File: src/rtl/rr_grant_enc_if.sv
// Bus bundle for rr_grant_enc: requester-side inputs and registered grant outputs.
// master = requester/decoder side, slave = arbiter.
interface rr_grant_enc_if;
  logic [7:0] req;
  logic       done;
  logic [2:0] X;
  logic       valid;
  logic       busy;
  logic       timeout;

  modport master (output req, output done, input X, input valid, input busy, input timeout);
  modport slave  (input req, input done, output X, output valid, output busy, output timeout);
endinterface

File: src/rtl/rr_grant_enc.sv
// 8-requester round-robin arbiter driving a registered 3-bit grant index to a 3-to-8 decoder.
// Optional ARB_TIMEOUT_EN: forced release after HOLD_MAX cycles, pulsing timeout.
module rr_grant_enc #(
  parameter int unsigned HOLD_MAX = 15
) (
  input logic          clk,
  input logic          rst,
  rr_grant_enc_if.slave bus
);

  typedef enum logic {S_IDLE, S_GRANT} state_t;

  state_t     r_state, w_state_nxt;
  logic [2:0] r_x, w_x_nxt;
  logic [2:0] r_ptr, w_ptr_nxt;
  logic       r_valid, w_valid_nxt;
  logic       r_timeout, w_timeout_nxt;
  logic [2:0] w_pick, w_idx;
  logic       w_any;
  logic       w_rel_user;
  logic       w_hold_exp;

  if (HOLD_MAX < 1 || HOLD_MAX > 255) begin : g_bad_hold
    $error("rr_grant_enc: HOLD_MAX must be in 1..255");
  end

`ifdef ARB_TIMEOUT_EN
  logic [7:0] r_hold_cnt;

  always_ff @(posedge clk) begin
    if (rst) begin
      r_hold_cnt <= '0;
    end else if (r_state == S_IDLE) begin
      r_hold_cnt <= '0;
    end else if (r_hold_cnt != 8'hFF) begin
      r_hold_cnt <= r_hold_cnt + 8'd1;
    end
  end

  assign w_hold_exp = (r_hold_cnt == 8'(HOLD_MAX - 1));
`else
  assign w_hold_exp = 1'b0;
`endif

  // First set request scanning upward from r_ptr with 3-bit wrap.
  always_comb begin
    w_pick = '0;
    w_any  = 1'b0;
    w_idx  = '0;
    for (int unsigned k = 0; k < 8; k++) begin
      w_idx = r_ptr + 3'(k);
      if (!w_any && bus.req[w_idx]) begin
        w_any  = 1'b1;
        w_pick = w_idx;
      end
    end
  end

  assign w_rel_user = bus.done | ~bus.req[r_x];

  always_comb begin
    w_state_nxt   = r_state;
    w_x_nxt       = r_x;
    w_valid_nxt   = r_valid;
    w_ptr_nxt     = r_ptr;
    w_timeout_nxt = 1'b0;
    case (r_state)
      S_IDLE: begin
        if (w_any) begin
          w_state_nxt = S_GRANT;
          w_x_nxt     = w_pick;
          w_valid_nxt = 1'b1;
        end
      end
      S_GRANT: begin
        if (w_rel_user || w_hold_exp) begin
          w_state_nxt   = S_IDLE;
          w_valid_nxt   = 1'b0;
          w_ptr_nxt     = r_x + 3'd1;
          w_timeout_nxt = ~w_rel_user & w_hold_exp;
        end
      end
      default: w_state_nxt = S_IDLE;
    endcase
  end

  always_ff @(posedge clk) begin
    if (rst) begin
      r_state   <= S_IDLE;
      r_x       <= '0;
      r_valid   <= 1'b0;
      r_ptr     <= '0;
      r_timeout <= 1'b0;
    end else begin
      r_state   <= w_state_nxt;
      r_x       <= w_x_nxt;
      r_valid   <= w_valid_nxt;
      r_ptr     <= w_ptr_nxt;
      r_timeout <= w_timeout_nxt;
    end
  end

  assign bus.X       = r_x;
  assign bus.valid   = r_valid;
  assign bus.busy    = (r_state == S_GRANT);
  assign bus.timeout = r_timeout;

endmodule

File: src/flat_wrapper.sv
// flat-port wrapper written by rule: the top's interface ports become plain ports
module rr_grant_enc_flat 
#(
  parameter int unsigned HOLD_MAX = 15
)
  (clk, rst, bus_req, bus_done, bus_X, bus_valid, bus_busy, bus_timeout);
  rr_grant_enc_if bus_i ();
  input logic clk;
  input logic rst;
  input wire logic [$bits(bus_i.req)-1:0] bus_req;
  input wire logic [$bits(bus_i.done)-1:0] bus_done;
  output wire logic [$bits(bus_i.X)-1:0] bus_X;
  output wire logic [$bits(bus_i.valid)-1:0] bus_valid;
  output wire logic [$bits(bus_i.busy)-1:0] bus_busy;
  output wire logic [$bits(bus_i.timeout)-1:0] bus_timeout;
  assign bus_i.req = bus_req;
  assign bus_i.done = bus_done;
  assign bus_X = bus_i.X;
  assign bus_valid = bus_i.valid;
  assign bus_busy = bus_i.busy;
  assign bus_timeout = bus_i.timeout;
  rr_grant_enc #(.HOLD_MAX(HOLD_MAX)) u_core (.clk(clk), .rst(rst), .bus(bus_i));
endmodule
File: config.mk
export PLATFORM = sky130hd
export DESIGN_NAME = rr_grant_enc_flat
export DESIGN_NICKNAME = d
export VERILOG_FILES = /design/src/rtl/rr_grant_enc_if.sv /design/src/rtl/rr_grant_enc.sv /design/src/flat_wrapper.sv
export SDC_FILE = /design/constraint.sdc
export NUM_CORES = 1
export LEC_CHECK = 0
export BUFFER_PORTS_ARGS = -buffer_cell sky130_fd_sc_hd__buf_2
export CORE_AREA = 2 2 59 61
export CTS_BUF_LIST = sky130_fd_sc_hd__clkbuf_8
export CTS_CLUSTER_DIAMETER = 120
export DETAILED_ROUTE_END_ITERATION = 10
export DIE_AREA = 0 0 61 63
export GPL_TIMING_DRIVEN = 1
export PLACE_DENSITY = 0.63
export REMOVE_ABC_BUFFERS = 1
export SLEW_MARGIN = 20
export SYNTH_ARGS = -nofsm -noshare
export SYNTH_HDL_FRONTEND = slang
export SYNTH_SLANG_ARGS = --single-unit
File: constraint.sdc
create_clock -name clk -period 3.7 [get_ports clk]
set_input_delay 0.37 -clock clk [delete_from_list [all_inputs] [get_ports clk]]
set_output_delay 0.37 -clock clk [all_outputs]
set_load 0.03 [all_outputs]
# Word level (Yosys, flattened, before mapping)
# Cells that the tools add are included.
[op_classes]
order_cmp = 9
addsub = 8
bitwise_logic = 3
muxes = 40
n_reduce_logical = 17
eq_ne = 2
[ops]
columns = ["cell", "n"]
rows = [
  ["$lt 3x4->1 const B", 9],
  ["$bmux 1 s3", 9],
  ["$mux 3", 8],
  ["$mux 1", 21],
  ["$add 3x3->3 const B", 4],
  ["$logic_and 1x1->1", 7],
  ["$logic_not 1->1", 7],
  ["$add 3x1->3 const B", 2],
  ["$add 3x2->3 const B", 2],
  ["$reduce_and 2->1", 3],
  ["$pmux 1 s2", 2],
  ["$ne 2x1->1 const B", 1],
  ["$ne 2x2->1 const B", 1],
  ["$not 1->1", 2],
  ["$or 1x1->1", 1],
]
[word_totals]
out_inout_bits = 6
ff_bits = 8
input_bits = 11
wordCells = 83

# Logic depth before layout (Yosys ltp)
[depth]
depth_word = 26
depth_mapped = 12
ltp_nobuf = 9

# Least setup slack after synthesis
# OpenSTA, ideal clock, no wires.
[synth_timing]
path_type = "reg2reg"
startpoint = "reg u_core.r_ptr[1]"
endpoint = "reg u_core.r_x[0], in the netlist u_core.bus.X[0]"
synth_period_minus_slack_ns = 3.590
path_slack_ns = 0.110
t_arrival_ns = 3.457
t_required_ns = 3.567
setup_time_ns = 0.133
n_path_buf = 3
path_stages_with_launch = 13
cell_sequence = "dfxtp_1 buf_2 clkbuf_1 inv_1 ha_1 buf_1 mux4_2 mux2_2 or2_1 or4_4 o21ba_2 nor2_1 a311oi_2"
[synth_between]
elab_chain_len = 25
elab_cells_between_ends = 54
cone_classes = "7 x add/sub; 32 x mux; 15 x reduce/logical"
[synth_lines]
columns = ["element", "line_no", "rtl"]
rows = [
  ["start, declared", "rr_grant_enc.sv:15", "logic [2:0] r_ptr, w_ptr_nxt;"],
  ["start signal, assigned", "rr_grant_enc.sv:98", "r_ptr <= w_ptr_nxt;"],
  ["parallel branches: the longest is 25 deep, another holds $add 3x1->3", "--", ""],
  ["end signal, assigned", "rr_grant_enc.sv:96", "r_x <= w_x_nxt;"],
  ["end, declared", "rr_grant_enc.sv:14", "logic [2:0] r_x, w_x_nxt;"],
]
# Several ways; the timed one is not identified. The select of a mux whose other input is x is not followed.
# A chain may end at the register's enable or synchronous reset.

# Worst setup path in the final report
[layout_timing]
startpoint = "reg u_core.r_ptr[0]"
endpoint = "reg u_core.r_x[0], in the netlist u_core.bus.X[0]"
# The elaborated chain is that of the path after synthesis.

==> flow_metrics.tcl <==
set metrics [dict create \
    status "finished, final reports clean" \
    start_kind "flip-flop" \
    via_per_inst 6.35 \
    pin_count 17 \
    rsz0062_at_grt "no" \
    grt_first_pass_wirelength_um 5140 \
    yosysTopAreaCellShare_pct 27.1 \
    cp-endpoint "u_core.bus.X[0]" \
    drtPass1Iterations 4 \
    cts_hold_buf 0 \
    antenna_found_initial 0 \
    fp-row-count 21 \
    period_minus_slack_ns 3.20 \
    synth_edf_count 0 \
    post-cts-setup-buffers 0 \
    cts.htree.levels 1 \
    clk_latency_ns 0.23 \
    via_count 1219 \
    tightest_slew_ns 0.724 \
    synth_largest_area_cell "mux4_2" \
    coreArea_um2 3230 \
    worstPathRequired_ns 3.80 \
    arrival_ns 3.30 \
    drc_errors 0 \
    syn_to_final_growth_pct 12.1 \
    gr-total-overflow 0 \
    rrSetupSlack_ns 0.50 \
    syn-cell-area_um2 1240 \
    relSlewSlack_pct 51.7 \
    hold_viol 0 \
    peakVddDrop_mv 0.163 \
    dp_hpwl_um 2350 \
    start_util_pct 38.5 \
    final_util_pct 43.2 \
    port-buffer-count 15 \
    reg2reg_from "u_core.r_ptr[0]" \
    ys_types 45 \
    ctsLongestPathBuffers 2 \
    yosys_warnings 0 \
    clk_pin_slew_ns 0.04 \
    final_nets 162 \
    postSynthCellCount 134 \
    synth_ff_type "dfxtp_1" \
    layout_setup_ws_ns 0.500 \
    routabilityCongestion 0.865 \
    fin_hold_ws_ns 0.408 \
    insertedDiodeCount 0 \
    post_cts_resized 0 \
    die_width_um 61 \
    dpl-instance-area_um2 1350 \
    setup_viol 0 \
    post-place-ws_ns 0.557 \
    startpoint "u_core.r_ptr[0]" \
    period_share_pct 86.5 \
    final_cell_area_um2 1400 \
    cts.sinks 8 \
    synth_area_leaders "mux4_2 (27%), dfxtp_1 (13%), mux2i_1 (9.6%)" \
    wirelength_um 3140 \
    hold_path.class "primary input to flip-flop" \
    p_leak_nw 0.488 \
    cts_tree "yes" \
    avgSynthCellArea_um2 9.29 \
    die_h_um 63 \
    synth-seq-area-share_pct 12.9 \
    async_flop_share_pct 0 \
    dieArea_um2 3840 \
    wl_per_cell_um 16.3 \
    drtIter0Drc 61 \
    r2r_cells 9 \
    timing.fmax_mhz 312 \
    slew_viol_final 0 \
    grt_pass1_vias 1019 \
    reg2reg_to "u_core.bus.X[0]" \
    cp-end-kind "flip-flop" \
    setup_tns_ns 0 \
    drive_gt1_share_pct 30.1 \
    powerDensity_nw_per_um2 467 \
    numCtsBuffers 3 \
    worst_clock_skew_ns 0.00312 \
    cts-root-buf "clkbuf_8" \
    synth_seq_cells 8 \
    maxCapViolations 0 \
    drtAntennaViolNets 0 \
    nFillCells 309 \
    crit_path_max_fanout 11 \
    grt_max_degree 19 \
    grt_usage_pct 17.4 \
    crit_type "flip-flop to flip-flop" \
]
==> registers in the layout (all words and copies together), names as in the netlist <==
register          count
u_core.bus.X          3
u_core.bus.valid      1
u_core.r_ptr          3
u_core.bus.busy       1
==> logic make-up (layout without fill, tap and decap cells) <==
group | Yosys count | count (layout) | share of synthesized area [%]
xor+xnor | 3 | 3 | 2.11
mux | 31 | 31 | 40.7
other cells | 1 | 1 | 0.301
flops | 8 | 8 | 12.9
fa+ha+maj | 3 | 3 | 3.02
simple gates | 39 | 39 | 16.0
compound gates | 35 | 35 | 20.1
buf+inv | 14 | 26 | 4.92
==> stage by stage <==
step	cells	total power [mW]
floorplan	126	0.442
global placement	189	0.532
finish	192	0.652
CTS	192	0.649
detailed placement	189	0.536
global route	192	0.697
==> area by class of cell <==
type                       instances  area, um^2  share of cell area [%]
timing repair buffer              17        90.1                    6.46
tap                               46        57.6                    4.13
sequential                         8         160                    11.5
clock buffer                       3        41.3                    2.96
inverter                           6        22.5                    1.61
multi-input combinational        112        1020                    73.4
==> worst min-delay path by stage <==
| stage | startpoint | depth (start not counted) | to |
|---|---|---|---|
| final | rst | 2 | u_core.r_ptr[0] |
| after detailed placement | u_core.bus.valid | 1 | u_core.bus.valid |
| after global placement | u_core.bus.valid | 1 | u_core.bus.valid |
| after floorplan | rst | 1 | u_core.bus.X[0] |
| after CTS | rst | 2 | u_core.bus.X[0] |
| after global routing | rst | 2 | u_core.bus.X[0] |
==> layout by cell type (no fill, tap or decap), types with 3 or more instances in the layout <==
cell type / instances
mux4_2: 15
buf_2: 15
mux2i_1: 12
nor2_1: 9
nand2_1: 9
dfxtp_1: 8
a21oi_1: 7
inv_1: 6
nor2b_1: 5
nor3_1: 4
o21ai_0: 4
mux2_2: 3
a21boi_0: 3
a31oi_1: 3
and2_1: 3
o21a_1: 3
ha_1: 3
clkbuf_8: 3
==> cell usage after synthesis, types with 3 or more instances <==
master	number
nor2_1	9
o21a_1	3
a31oi_1	3
mux4_2	15
nor3_1	4
nor2b_1	5
ha_1	3
mux2i_1	12
a21boi_0	3
and2_1	3
nand2_1	9
o21ai_0	4
dfxtp_1	8
mux2_2	3
buf_2	4
inv_1	6
a21oi_1	7
==> critical path, cell delays in order, from the launching register on <==
cell and delay (ns):
dfxtp_1 0.32, inv_1 0.11, ha_1 0.61, mux4_2 0.60
a21oi_1 0.23, a32oi_1 0.14, or4_4 0.60, o21ba_2 0.25
nor2_1 0.14, a311oi_2 0.06
==> where the power goes <==
| group | switching, mW | leakage [nW] | internal (mW) | total, mW |
|---|---|---|---|---|
| Combinational | 0.229 | 0.401 | 0.189 | 0.418 |
| Clock | 0.0390 | 0.0216 | 0.0709 | 0.110 |
| Sequential | 0.0224 | 0.0661 | 0.101 | 0.124 |
| Total | 0.291 | 0.488 | 0.361 | 0.652 |
==> per-layer routing <==
metal | wire [um] | global-route usage (%)
met5 | 0 | 0
met4 | 68 | 4.89
met2 | 1450 | 25.9
met1 | 1390 | 25.8
met3 | 225 | 2.69
Power figures use the tool's default switching activity.
